`config.mk`:
```
export PLATFORM = sky130hd
export DESIGN_NAME = sine_sweep_controller
export DESIGN_NICKNAME = d
export VERILOG_FILES = /design/src/rtl/sine_sweep_pkg.sv /design/src/rtl/sine_sweep_step_calc.sv /design/src/rtl/sine_sweep_controller.sv
export SDC_FILE = /design/constraint.sdc
export NUM_CORES = 1
export LEC_CHECK = 0
export ABC_AREA = 1
export CORE_MARGIN = 2
export CORE_UTILIZATION = 30
export DETAILED_ROUTE_END_ITERATION = 12
export DONT_BUFFER_PORTS = 1
export HOLD_SLACK_MARGIN = 0.05
export SYNTH_ARGS = -nofsm -noshare
export SYNTH_HDL_FRONTEND = slang
export SYNTH_SLANG_ARGS = --single-unit
```
`constraint.sdc`:
```
create_clock -name clock -period 4.9 [get_ports clock]
set_input_delay 1.47 -clock clock [delete_from_list [all_inputs] [get_ports clock]]
set_output_delay 1.47 -clock clock [all_outputs]
set_load 0.01 [all_outputs]
```
`src/rtl/sine_sweep_pkg.sv`:
```
// ---------------------------------------------------------------------------
// sine_sweep_pkg
// Shared types and default widths for the stepped-frequency sweep sequencer.
//   sweep_state_e : controller FSM states (IDLE, SWEEP, DONE)
//   sweep_dir_e   : sweep direction (UP, DOWN)
//   DEFAULT_PHASE_STEP_WIDTH / DEFAULT_DWELL_WIDTH : default parameter values
// ---------------------------------------------------------------------------
package sine_sweep_pkg;

  localparam int DEFAULT_PHASE_STEP_WIDTH = 32;
  localparam int DEFAULT_DWELL_WIDTH      = 16;

  typedef enum logic [1:0] {
    ST_IDLE  = 2'd0,
    ST_SWEEP = 2'd1,
    ST_DONE  = 2'd2
  } sweep_state_e;

  typedef enum logic {
    DIR_UP   = 1'b0,
    DIR_DOWN = 1'b1
  } sweep_dir_e;

endpackage

```
`src/rtl/sine_sweep_step_calc.sv`:
```
// ---------------------------------------------------------------------------
// sine_sweep_step_calc
// Combinational next-step computation for the sweep controller.
// The step moves toward stop_step by increment; it lands exactly on
// stop_step when the increment would reach or pass it, or when the
// increment is zero, so the sweep can never overshoot or wrap.
// Ports:
//   cur_step   in  current phase step
//   stop_step  in  final phase step
//   increment  in  unsigned step magnitude
//   direction  in  DIR_UP / DIR_DOWN
//   next_step  out next phase step
// ---------------------------------------------------------------------------
module sine_sweep_step_calc
  import sine_sweep_pkg::*;
#(
  parameter int PHASE_STEP_WIDTH = DEFAULT_PHASE_STEP_WIDTH
) (
  input  logic [PHASE_STEP_WIDTH-1:0] cur_step,
  input  logic [PHASE_STEP_WIDTH-1:0] stop_step,
  input  logic [PHASE_STEP_WIDTH-1:0] increment,
  input  sweep_dir_e                  direction,
  output logic [PHASE_STEP_WIDTH-1:0] next_step
);

  logic [PHASE_STEP_WIDTH-1:0] remaining_s;

  // Distance left to stop, then clamp-or-advance decision.
  always_comb begin
    remaining_s = {PHASE_STEP_WIDTH{1'b0}};
    next_step   = stop_step;
    if (direction == DIR_DOWN) begin
      remaining_s = cur_step - stop_step;
    end else begin
      remaining_s = stop_step - cur_step;
    end
    if ((increment == {PHASE_STEP_WIDTH{1'b0}}) || (increment >= remaining_s)) begin
      next_step = stop_step;
    end else if (direction == DIR_DOWN) begin
      next_step = cur_step - increment;
    end else begin
      next_step = cur_step + increment;
    end
  end

endmodule

```
`src/rtl/sine_sweep_controller.sv`:
```
// ---------------------------------------------------------------------------
// sine_sweep_controller
// Stepped-frequency sweep sequencer driving the sine generator phase_step.
// On start (in IDLE) the sweep configuration is latched and phase_step walks
// from start_step to stop_step, each step held for dwell_cycles+1 clocks,
// followed by a single DONE cycle. abort returns everything to IDLE with
// phase_step cleared.
// Build option: define SINE_SWEEP_LOOP_EN to make DONE restart the sweep
// from the latched start_step, repeating until abort.
// Ports:
//   clock          in  system clock
//   reset_n        in  asynchronous active-low reset
//   start          in  launches a sweep (sampled in IDLE only)
//   abort          in  terminates any sweep, wins over start
//   start_step     in  first phase step
//   stop_step      in  final phase step
//   step_increment in  step magnitude
//   dwell_cycles   in  hold count per step (held dwell_cycles+1 clocks)
//   phase_step     out registered phase step to the generator
//   sweep_busy     out high in SWEEP and DONE
//   sweep_done     out one-cycle pulse in DONE
// ---------------------------------------------------------------------------
module sine_sweep_controller
  import sine_sweep_pkg::*;
#(
  parameter int PHASE_STEP_WIDTH = DEFAULT_PHASE_STEP_WIDTH,
  parameter int DWELL_WIDTH      = DEFAULT_DWELL_WIDTH
) (
  input  logic                        clock,
  input  logic                        reset_n,
  input  logic                        start,
  input  logic                        abort,
  input  logic [PHASE_STEP_WIDTH-1:0] start_step,
  input  logic [PHASE_STEP_WIDTH-1:0] stop_step,
  input  logic [PHASE_STEP_WIDTH-1:0] step_increment,
  input  logic [DWELL_WIDTH-1:0]      dwell_cycles,
  output logic [PHASE_STEP_WIDTH-1:0] phase_step,
  output logic                        sweep_busy,
  output logic                        sweep_done
);

  localparam logic [PHASE_STEP_WIDTH-1:0] PS_ZERO = {PHASE_STEP_WIDTH{1'b0}};
  localparam logic [DWELL_WIDTH-1:0]      DW_ZERO = {DWELL_WIDTH{1'b0}};
  localparam logic [DWELL_WIDTH-1:0]      DW_ONE  = {{(DWELL_WIDTH-1){1'b0}}, 1'b1};

  sweep_state_e                state_r, state_next_s;
  logic [PHASE_STEP_WIDTH-1:0] phase_r, phase_next_s;
  logic [DWELL_WIDTH-1:0]      cnt_r, cnt_next_s;
  logic [PHASE_STEP_WIDTH-1:0] stop_r, stop_next_s;
  logic [PHASE_STEP_WIDTH-1:0] inc_r, inc_next_s;
  logic [DWELL_WIDTH-1:0]      dwell_r, dwell_next_s;
  sweep_dir_e                  dir_r, dir_next_s;
  logic                        busy_r, busy_next_s;
  logic                        done_r, done_next_s;
  logic [PHASE_STEP_WIDTH-1:0] step_next_s;
`ifdef SINE_SWEEP_LOOP_EN
  logic [PHASE_STEP_WIDTH-1:0] start_r, start_next_s;
`endif

  sine_sweep_step_calc #(
    .PHASE_STEP_WIDTH (PHASE_STEP_WIDTH)
  ) u_step_calc (
    .cur_step  (phase_r),
    .stop_step (stop_r),
    .increment (inc_r),
    .direction (dir_r),
    .next_step (step_next_s)
  );

  // State and datapath registers; outputs are registered copies of next values.
  always_ff @(posedge clock or negedge reset_n) begin
    if (!reset_n) begin
      state_r <= ST_IDLE;
      phase_r <= PS_ZERO;
      cnt_r   <= DW_ZERO;
      stop_r  <= PS_ZERO;
      inc_r   <= PS_ZERO;
      dwell_r <= DW_ZERO;
      dir_r   <= DIR_UP;
      busy_r  <= 1'b0;
      done_r  <= 1'b0;
`ifdef SINE_SWEEP_LOOP_EN
      start_r <= PS_ZERO;
`endif
    end else begin
      state_r <= state_next_s;
      phase_r <= phase_next_s;
      cnt_r   <= cnt_next_s;
      stop_r  <= stop_next_s;
      inc_r   <= inc_next_s;
      dwell_r <= dwell_next_s;
      dir_r   <= dir_next_s;
      busy_r  <= busy_next_s;
      done_r  <= done_next_s;
`ifdef SINE_SWEEP_LOOP_EN
      start_r <= start_next_s;
`endif
    end
  end

  // Next-state and next-datapath logic; abort overrides every state.
  always_comb begin
    state_next_s = state_r;
    phase_next_s = phase_r;
    cnt_next_s   = cnt_r;
    stop_next_s  = stop_r;
    inc_next_s   = inc_r;
    dwell_next_s = dwell_r;
    dir_next_s   = dir_r;
`ifdef SINE_SWEEP_LOOP_EN
    start_next_s = start_r;
`endif
    if (abort) begin
      state_next_s = ST_IDLE;
      phase_next_s = PS_ZERO;
      cnt_next_s   = DW_ZERO;
    end else begin
      case (state_r)
        ST_IDLE: begin
          if (start) begin
            state_next_s = ST_SWEEP;
            stop_next_s  = stop_step;
            inc_next_s   = step_increment;
            dwell_next_s = dwell_cycles;
            dir_next_s   = (start_step > stop_step) ? DIR_DOWN : DIR_UP;
            phase_next_s = start_step;
            cnt_next_s   = dwell_cycles;
`ifdef SINE_SWEEP_LOOP_EN
            start_next_s = start_step;
`endif
          end else begin
            state_next_s = ST_IDLE;
          end
        end
        ST_SWEEP: begin
          if (cnt_r != DW_ZERO) begin
            cnt_next_s = cnt_r - DW_ONE;
          end else if (phase_r == stop_r) begin
            state_next_s = ST_DONE;
          end else begin
            phase_next_s = step_next_s;
            cnt_next_s   = dwell_r;
          end
        end
        ST_DONE: begin
`ifdef SINE_SWEEP_LOOP_EN
          state_next_s = ST_SWEEP;
          phase_next_s = start_r;
          cnt_next_s   = dwell_r;
`else
          state_next_s = ST_IDLE;
`endif
        end
        default: begin
          state_next_s = ST_IDLE;
          phase_next_s = PS_ZERO;
          cnt_next_s   = DW_ZERO;
        end
      endcase
    end
    busy_next_s = (state_next_s != ST_IDLE);
    done_next_s = (state_next_s == ST_DONE);
  end

  assign phase_step = phase_r;
  assign sweep_busy = busy_r;
  assign sweep_done = done_r;

endmodule
```
**Word-level counts from Yosys, hierarchy flattened**

Cells that the tools add are included.

- Register bits after elaboration: 133
- Logic and storage cells: 53
- Input bits: 116

- Add/sub/neg operators: 5
- Equal/unequal tests: 9
- Bitwise gates (word level): 1
- Muxes and demuxes: 19
- Reduce and logical (&&, ||, !) cells: 8
- Order comparisons: 2

Operator list:

| kind | count |
|---|---|
| $mux 32 | 7 |
| $pmux 32 s3 | 1 |
| $sub 32x32->32 | 3 |
| $mux 16 | 4 |
| $pmux 16 s3 | 1 |
| $add 32x32->32 | 1 |
| $eq 32x32->1 | 1 |
| $ge 32x32->1 | 1 |
| $gt 32x32->1 | 1 |
| $logic_not 32->1 | 1 |
| $reduce_bool 16->1 | 1 |
| $sub 16x1->16 const B | 1 |
| $ne 3x3->1 const B | 3 |
| $mux 2 | 3 |
| $reduce_and 3->1 | 2 |
| $eq 2x2->1 const B | 2 |
| $ne 4x4->1 const B | 1 |
| $pmux 2 s2 | 1 |
| $reduce_and 4->1 | 1 |
| $eq 2x1->1 const B | 1 |
| $logic_not 2->1 | 1 |
| $mux 1 | 2 |
| $ne 2x2->1 const B | 1 |
| $reduce_bool 2->1 | 1 |
| other kinds (2) | 2 |

**Depth between registers and ports, before layout**

Gate-level depths: netlist of the first run.

- Depth in word-level cells: 9
- Depth in mapped cells: 30
- Gate-level depth less buffers: 29

**Hierarchy**

Synthesis of the first run repeated with hierarchy kept, for this count alone.

- Cell total of the unflattened synthesis: 2808
- Area, all modules: 16513.3 µm²

Modules (own cells, without submodules):

| module | cells an instance | area each (µm²) | instances | sequential area each (µm²) |
|---|---|---|---|---|
| sine_sweep_step_calc | 1753 | 8747.1 | 1 | 0.0 |
| sine_sweep_controller | 1055 | 7766.2 | 1 | 3328.2 |

**Worst setup path before layout of the first run**

Ideal clock, no wire load.

- Path kind: register to register
- Start point: register phase_r[1], in the netlist phase_step[1]
- End point: register phase_r[23], in the netlist phase_step[23]
- Library setup time: 0.117 ns
- Path slack: 1.275 ns
- Stages on the path, launching flop included: 25
- Required time: 4.783 ns
- Path buffers: 1
- Data arrival time: 3.508 ns
- Cells stage by stage: dfrtp_1 > inv_1 > ha_1 > nand2_1 > nor2_1 > inv_1 > o21ai_0 > nand2_1 > o211ai_1 > mux2i_1 > o21ai_0 > xnor2_1 > ha_1 > a21oi_1 > o21a_1 > a21oi_1 > nor2_1 > nand2_1 > nor2_4 > buf_6 > nand2_1 > nand3_1 > nand2_1 > nand2_1 > nand2_1

- Cells in the longest elaborated chain, start to end: 9
- Elaborated cells between the ends (all ways): 16
- Classes of those cells: add/sub (4); order compare (1); eq/ne (2); mux (7); reduce/logical (2)

RTL lines:

| element | line | text |
|---|---|---|
| from (decl) | sine_sweep_controller.sv:47 | `logic [PHASE_STEP_WIDTH-1:0] phase_r, phase_next_s;` |
| from (signal assigned) | sine_sweep_controller.sv:87 | `phase_r <= phase_next_s;` |
| $sub 32x32->32 (on tied branches) | sine_sweep_step_calc.sv:35, sine_sweep_step_calc.sv:33 |  |
| $mux 32 | sine_sweep_step_calc.sv:32 | `if (direction == DIR_DOWN) begin` |
| $ge 32x32->1 | sine_sweep_step_calc.sv:37 | `if ((increment == {PHASE_STEP_WIDTH{1'b0}}) \|\| (increment >= remaining_s)) begin` |
| $logic_or 1x1->1 | sine_sweep_step_calc.sv:37 |  |
| $mux 32 | sine_sweep_step_calc.sv:37 |  |
| $mux 32 | sine_sweep_controller.sv:138 | `end else if (phase_r == stop_r) begin` |
| $mux 32 | sine_sweep_controller.sv:136 | `if (cnt_r != DW_ZERO) begin` |
| $pmux 32 s3 | sine_sweep_controller.sv:118 | `case (state_r)` |
| $mux 32 | sine_sweep_controller.sv:113 | `if (abort) begin` |

Parallel ways exist; a longest one is shown, timed or not. The select of a mux whose other input is x is not followed.
A chain may end at the register's enable or synchronous reset.

**Worst setup path after layout of the first run**

- Start point: register phase_r[1], in the netlist phase_step[1]
- End point: register phase_r[11], in the netlist phase_step[11]

Same word-level chain as after synthesis.

==> results of run 1 <==
placed cells by master, fill, tap and decap left out, types with 6 or more instances in the layout:
cell | synthesis | routed
nand2_1 | 734 | 732
inv_1 | 307 | 307
nor2_1 | 184 | 181
ha_1 | 159 | 159
a21oi_1 | 157 | 157
o21ai_0 | 136 | 136
dfrtp_1 | 133 | 132
nand3_1 | 104 | 104
xor2_1 | 57 | 57
buf_4 | 4 | 50
xnor2_1 | 35 | 35
nand4_1 | 35 | 35
mux2_2 | 23 | 23
clkbuf_16 | 0 | 17
o211ai_1 | 13 | 13
o21bai_1 | 12 | 12
nor3_1 | 11 | 11
a21o_1 | 11 | 11
nor4_1 | 10 | 10
o21ai_1 | 10 | 10
nand3b_1 | 9 | 9
nor2_2 | 7 | 8
mux2i_1 | 8 | 8
inv_2 | 6 | 6
o21a_1 | 6 | 6
kinds of logic (layout without fill, tap and decap cells):
group                      after synthesis  after routing  synth area share (%)
xor gates and xnor gates                92             92                  5.51
buffers and inverters                  366            397                  9.95
other                                    0              3                     0
muxes                                   31             31                  2.32
and+or+nand+nor                       1114           1114                  31.4
DFF                                    133            133                  22.8
AOI/OAI and AO/OA                      372            372                  14.0
adders and majority gates              162            162                  14.0
state kept, by name, summed over array words and instances, names as in the netlist:
register and cells:
inc_r 32, phase_step 32, stop_r 32, cnt_r 16, dwell_r 16, state_r 2, dir_r 1, sweep_busy 1
sweep_done 1
timing repair:
item                                    CTS  global route
hold buffers                              0             0
gates resized for setup                   0             3
setup buffers                             0             2
endpoints found under the setup margin    0            32
critical path, cell delays in order, from the launching register on:
cell      delay, ns
dfrtp_2        0.53
inv_1          0.13
ha_1           0.37
nand2_1        0.10
nor2_1         0.11
inv_1          0.06
o21ai_0        0.30
nand2_1        0.11
o211ai_1       0.25
mux2i_1        0.28
o21ai_0        0.25
xnor2_1        0.17
ha_1           0.28
a21oi_1        0.14
o21a_1         0.12
a21oi_1        0.07
nor2_2         0.27
nand2_1        0.14
nor2_4         0.21
buf_4          0.15
nand2_1        0.09
nand3_1        0.10
nand2_1        0.06
nand2_1        0.05
nand2_1        0.06
through the flow:
stage / std cells / worst slack, ns
2_1_floorplan: 2270 / 1.28
6_report: 2919 / 0.371
3_5_place_dp: 2882 / 0.115
4_1_cts: 2914 / 0.0788
3_3_place_gp: 2882 / 0.0587
5_1_grt: 2916 / 0.00241
final timing paths:
path                                   to     startpoint  depth (start not counted)  slack (ns)
min                            dwell_r[0]     dwell_r[0]                          2        0.48
max in group asynchronous   phase_step[1]        reset_n                          0        3.98
max                        phase_step[11]  phase_step[1]                         24        0.37
min reg2reg                    dwell_r[0]     dwell_r[0]                          2        0.48
min in group asynchronous       inc_r[18]        reset_n                          0        0.68
max reg2reg                phase_step[11]  phase_step[1]                         24        0.37
report_power, final:
| group | internal, W | switching, W | leakage, nW |
|---|---|---|---|
| combinational | 0.00248 | 0.00482 | 6.57 |
| sequential | 0.00133 | 0.000295 | 1.65 |
| clock | 0.000721 | 0.000592 | 0.270 |
routing by layer:
| metal | share of wire, % | up-vias |
|---|---|---|
| met4 | 3.2 | 6 |
| met5 | 0.062 | - |
| met3 | 7.3 | 95 |
| met1 | 45 | 7109 |
| li1 | - | 7363 |
| met2 | 45 | 548 |
final cells by class:
class                   instances  area (um2)  area share [%]
repair buffers                 51         395            2.45
clock buffers                  18         439            2.72
multi-input cells            1771        9870            61.2
diodes                          3        7.51          0.0465
well taps                     615         769            4.77
inverters                     314        1180            7.31
flip-flops and latches        133        3330            20.6
clock inverters                14         143           0.884
==> results_dict.tcl, run 1 <==
set metrics [dict create \
    status "finished, final reports clean" \
    clockRootBuffer "clkbuf_16" \
    synth_common_cells "nand2_1 (734), inv_1 (307), nor2_1 (184)" \
    ys_types 50 \
    synthesis.nets 2548 \
    grt_pass1_wl_mm 88.4 \
    grt_antenna_before_repair 6 \
    synth_warnings 0 \
    hold_violations 0 \
    power_per_cell_area_nw_per_um2 635 \
    clockBufferDepth 2 \
    cts_tree "done" \
    fp.dieArea_um2 50500 \
    die_h_um 225 \
    fmax_mhz 221 \
    synth_edf_count 0 \
    tns_ns 0 \
    synth-seq-cells 133 \
    totalWireLength_mm 58.5 \
    synth_cells 2270 \
    syn_to_final_growth_pct 10.4 \
    grt_usage_pct 23.5 \
    drtPass1Iterations 6 \
    cts.clk_slew.worst_paths_ns 0.07 \
    rsz0062_at_grt "no" \
    maxCapViolations 0 \
    top_usage_layer "met2" \
    hold_ws_ns 0.484 \
    io_pins 150 \
    std_cell_rows 80 \
    total_power_w 0.0102 \
    cp_max_fo 7 \
    ys_seq_area_share_pct 22.8 \
    stdcell_area_um2 16100 \
    yosysMostFrequentCell "nand2_1" \
    grt_use_met1_pct 31.1 \
    dp_hpwl_mm 48.3 \
    grt_pass1_vias 15000 \
    power.leakage_nw 8.49 \
    peakVddDrop_uv 372 \
    grt_max_degree 134 \
    worst_slew_pin_slew_ns 0.886 \
    synth.area.top_cells "dfrtp_1 (23%), nand2_1 (19%), ha_1 (14%), inv_1 (7.9%), a21oi_1 (5.4%)" \
    grt.met3_usage_pct 4.96 \
    num_vias 15100 \
    async_reset_ff_share_pct 100 \
    path_class "flip-flop to flip-flop" \
    portBuffers 0 \
    synth.avg_cell_area_um2 6.44 \
    fillerInstances 5287 \
    placed_cell_area_um2 15500 \
    final_nets 2566 \
    fin_crit_sh_pct 92.4 \
    layout_min_cycle_time_ns 4.53 \
    start_util_pct 30.5 \
    wire_per_inst_um 20.0 \
    grt.overflow.total 0 \
    clock_latency_ns 0.50 \
    drtAntennaViolNets 0 \
    drt_iter0_drc 1321 \
    viasPerCell 5.18 \
    cts_made_buffers 17 \
    start_kind "flip-flop" \
    crit_path_end_kind "flip-flop" \
    yosys.area.top_type "dfrtp_1" \
    drc 0 \
    met2_usage_pct 37.6 \
    place_congestion 1.02 \
    fp.dieW_um 225 \
    clock_skew_ns 0.0144 \
    fin_util_pct 33.6 \
    synth_top_area_share_pct 22.8 \
    cts.sinks 133 \
    max_slew_margin_pct 40.7 \
    core-area_um2 47900 \
    drv_slew 0 \
    htreeDepth 4 \
    synth_flop_cell "dfrtp_1" \
    layout-drive-gt1-share_pct 6.17 \
    hold_path.class "flip-flop to flip-flop" \
    setup_violations 0 \
    synth_area_um2 14600 \
    critPathArrivalTime_ns 4.91 \
    critPathRequiredTime_ns 5.28 \
]
Power figures use the tool's default switching activity.
==> inputs of run 2 (changes only) <==
- ABC_AREA: 1 -> 0
- PLACE_DENSITY_LB_ADDON: not set -> 0.15
- TNS_END_PERCENT: not set -> 5
==> run 2 against run 1 <==
Clock power about the same. Worst hold slack got worse by 0.015 ns. First-iteration DRC count down 18%. Worst setup slack worse by 0.26 ns. Routed wire length is 4.7% lower. Area after synthesis decreased by 8.2%. Critical path depth shrank 1. Highest routed layer is now met4.
==> results_dict.tcl, run 2 <==
set metrics [dict create \
    status "finished, final reports clean" \
    fp.dieArea_um2 46400 \
    tns_ns 0 \
    cts.sinks 133 \
    htreeDepth 4 \
    synth_edf_count 0 \
    grt_antenna_before_repair 0 \
    ys_types 71 \
    ctsHoldBuffers 0 \
    yosysMostFrequentCell "nand2_1" \
    power_per_cell_area_nw_per_um2 572 \
    drc 0 \
    timing.rr.start "phase_step[0]" \
    r2r_cells 23 \
    ff2ff_setup_slack_ns 0.11 \
    fin_crit_sh_pct 97.8 \
    die_h_um 216 \
    worstReg2RegEnd "phase_step[28]" \
    fin_util_pct 36.3 \
    ys_seq_area_share_pct 24.8 \
    multiInputGateArea_um2 9670 \
    grt_pass1_wl_mm 84.3 \
    placed_cell_area_um2 15000 \
    layout-drive-gt1-share_pct 15.0 \
    hp-start "dwell_r[2]" \
    start_util_pct 30.4 \
    std_cell_rows 77 \
    diodes 0 \
    hold_path_end "dwell_r[2]" \
    drt_iter0_drc 1084 \
    hold_path_depth 2 \
    hold_path.class "flip-flop to flip-flop" \
    crit_path_end_kind "flip-flop" \
    viasPerCell 5.42 \
    drtPass1Iterations 5 \
    layout_min_cycle_time_ns 4.79 \
    seqCellArea_um2 3330 \
    setup_violations 0 \
    synth_warnings 0 \
    path_class "flip-flop to flip-flop" \
    place_congestion 0.949 \
    core-area_um2 44200 \
    cts_tree "done" \
    synth_area_um2 13400 \
    wire_per_inst_um 22.7 \
    drv_slew 0 \
    final_cells 2455 \
    power.leakage_nw 7.46 \
    final_nets 2129 \
    fmax_mhz 209 \
    totalWireLength_mm 55.7 \
    grt_usage_pct 24.0 \
    peakVddDrop_uv 320 \
    synth_top_area_share_pct 24.8 \
    yosys.area.top_type "dfrtp_1" \
    critPathRequiredTime_ns 5.28 \
    clock_latency_ns 0.47 \
    grt_max_degree 134 \
    cts_made_buffers 17 \
    syn_to_final_growth_pct 19.8 \
    grt_pass1_vias 13300 \
    cp_max_fo 6 \
    start_kind "flip-flop" \
    fp.dieW_um 216 \
    grt.overflow.total 0 \
    synth.avg_cell_area_um2 7.63 \
    critPathArrivalTime_ns 5.18 \
    hold_violations 0 \
    final_cell_mix "nand2_1 (263), a21oi_1 (181), ha_1 (158)" \
    io_pins 150 \
    dp_cells 2416 \
    num_vias 13300 \
    maxCapViolations 0 \
    layout.cells.most_common "nand2_1" \
    synth_flop_cell "dfrtp_1" \
    synth.area.top_cells "dfrtp_1 (25%), ha_1 (15%), nand2_1 (7.4%), a21oi_1 (7.0%), o21ai_0 (4.7%)" \
    dp_hpwl_mm 44.4 \
    synth_cells 1759 \
    stdcell_area_um2 16100 \
    clockBufferDepth 2 \
    worst_slew_pin_slew_ns 1.38 \
    synthesis.nets 2037 \
    synth-seq-cells 133 \
    clock_skew_ns 0.0154 \
    async_reset_ff_share_pct 100 \
    portBuffers 0 \
    cts.clk_slew.worst_paths_ns 0.07 \
    drtAntennaViolNets 0 \
    synth_common_cells "nand2_1 (264), a21oi_1 (188), ha_1 (159)" \
    rsz0062_at_grt "yes" \
    fillerInstances 4684 \
    hold_ws_ns 0.469 \
    clockRootBuffer "clkbuf_16" \
    max_slew_margin_pct 7.99 \
]
run 2: changes by cell type after synthesis, moves of 16 or more:
cell / previous run / this run
a211oi_1: 1 / 34
a21o_1: 11 / 60
a21oi_1: 157 / 188
clkbuf_1: 32 / 70
inv_1: 307 / 130
mux2_2: 23 / 5
nand2_1: 734 / 264
nand3_1: 104 / 24
nor2_1: 184 / 103
nor2b_1: 0 / 22
nor3_1: 11 / 27
o31ai_1: 4 / 24
xnor2_1: 35 / 71
xor2_1: 57 / 20
run 2: metrics by stage:
stage	setup slack, ns	power, W
after floorplan	0.0535	0.00520
after global placement	-0.311	0.00737
after detailed placement	-0.404	0.00737
after CTS	0.0000449	0.00883
after global routing	-0.146	0.00988
final	0.106	0.00919
run 2: layout make-up:
cell class | instances | area share, %
Multi-Input combinational cell | 1408 | 60.2
Sequential cell | 133 | 20.7
Timing Repair Buffer | 161 | 7.98
Tap cell | 592 | 4.61
Inverter | 130 | 3.04
Clock buffer | 19 | 2.82
Clock inverter | 12 | 0.646
run 2: worst max path at each step:
| stage | startpoint | end | slack (ns) | cells past startpoint |
|---|---|---|---|---|
| 2_1_floorplan | phase_step[6] | phase_step[20] | 0.05 | 21 |
| 3_3_place_gp | phase_step[0] | phase_step[27] | -0.31 | 22 |
| 3_5_place_dp | phase_step[0] | phase_step[27] | -0.40 | 22 |
| 4_1_cts | phase_step[6] | phase_step[10] | 0.00004 | 21 |
| 5_1_grt | stop_r[2] | phase_step[8] | -0.15 | 22 |
| 6_report | phase_step[0] | phase_step[28] | 0.11 | 23 |
run 2: repair_timing:
item / 4_1_cts / 5_1_grt
gates resized for setup: 31 / 64
pin swaps: 14 / 34
setup endpoints to repair: 29 / 32
cloned: 0 / 0
buffers inserted: 5 / 3
run 2: cells by family after synthesis:
kind of cell	synth area share (%)
AO/OA/AOI/OAI	27.4
AND/OR/NAND/NOR	19.4
buffers and inverters	6.18
adder cells (fa/ha/maj)	15.3
flip-flops	24.8
XOR/XNOR	5.94
multiplexers	0.942
run 2: power by group:
part / switching (W) / internal (W)
Sequential: 0.000259 / 0.00130
Combinational: 0.00368 / 0.00265
Clock: 0.000581 / 0.000720
run 2: worst max-delay path, cell delays in order (launching register included):
cell and delay (ns):
dfrtp_1 0.40, inv_2 0.07, ha_1 0.15, inv_2 0.05, fa_2 0.33, a21o_1 0.17, a21oi_2 0.16, o21bai_1 0.11
a211oi_2 0.29, o31a_1 0.24, o21ai_2 0.10, a41oi_2 0.20, xor2_1 0.18, ha_1 0.26, buf_4 0.14, a21oi_2 0.10
nand2_1 0.06, a21o_1 0.18, o41a_1 0.43, buf_6 0.15, buf_12 0.13, buf_4 0.15, or4_4 0.50, o21ai_2 0.15
run 2: per-layer routing:
| metal | GRT usage, % | share of wire, % |
|---|---|---|
| met5 | 0 | 0 |
| met4 | 7.06 | 2.4 |
| met3 | 5.30 | 6.1 |
| met2 | 36.7 | 43 |
| met1 | 33.7 | 48 |
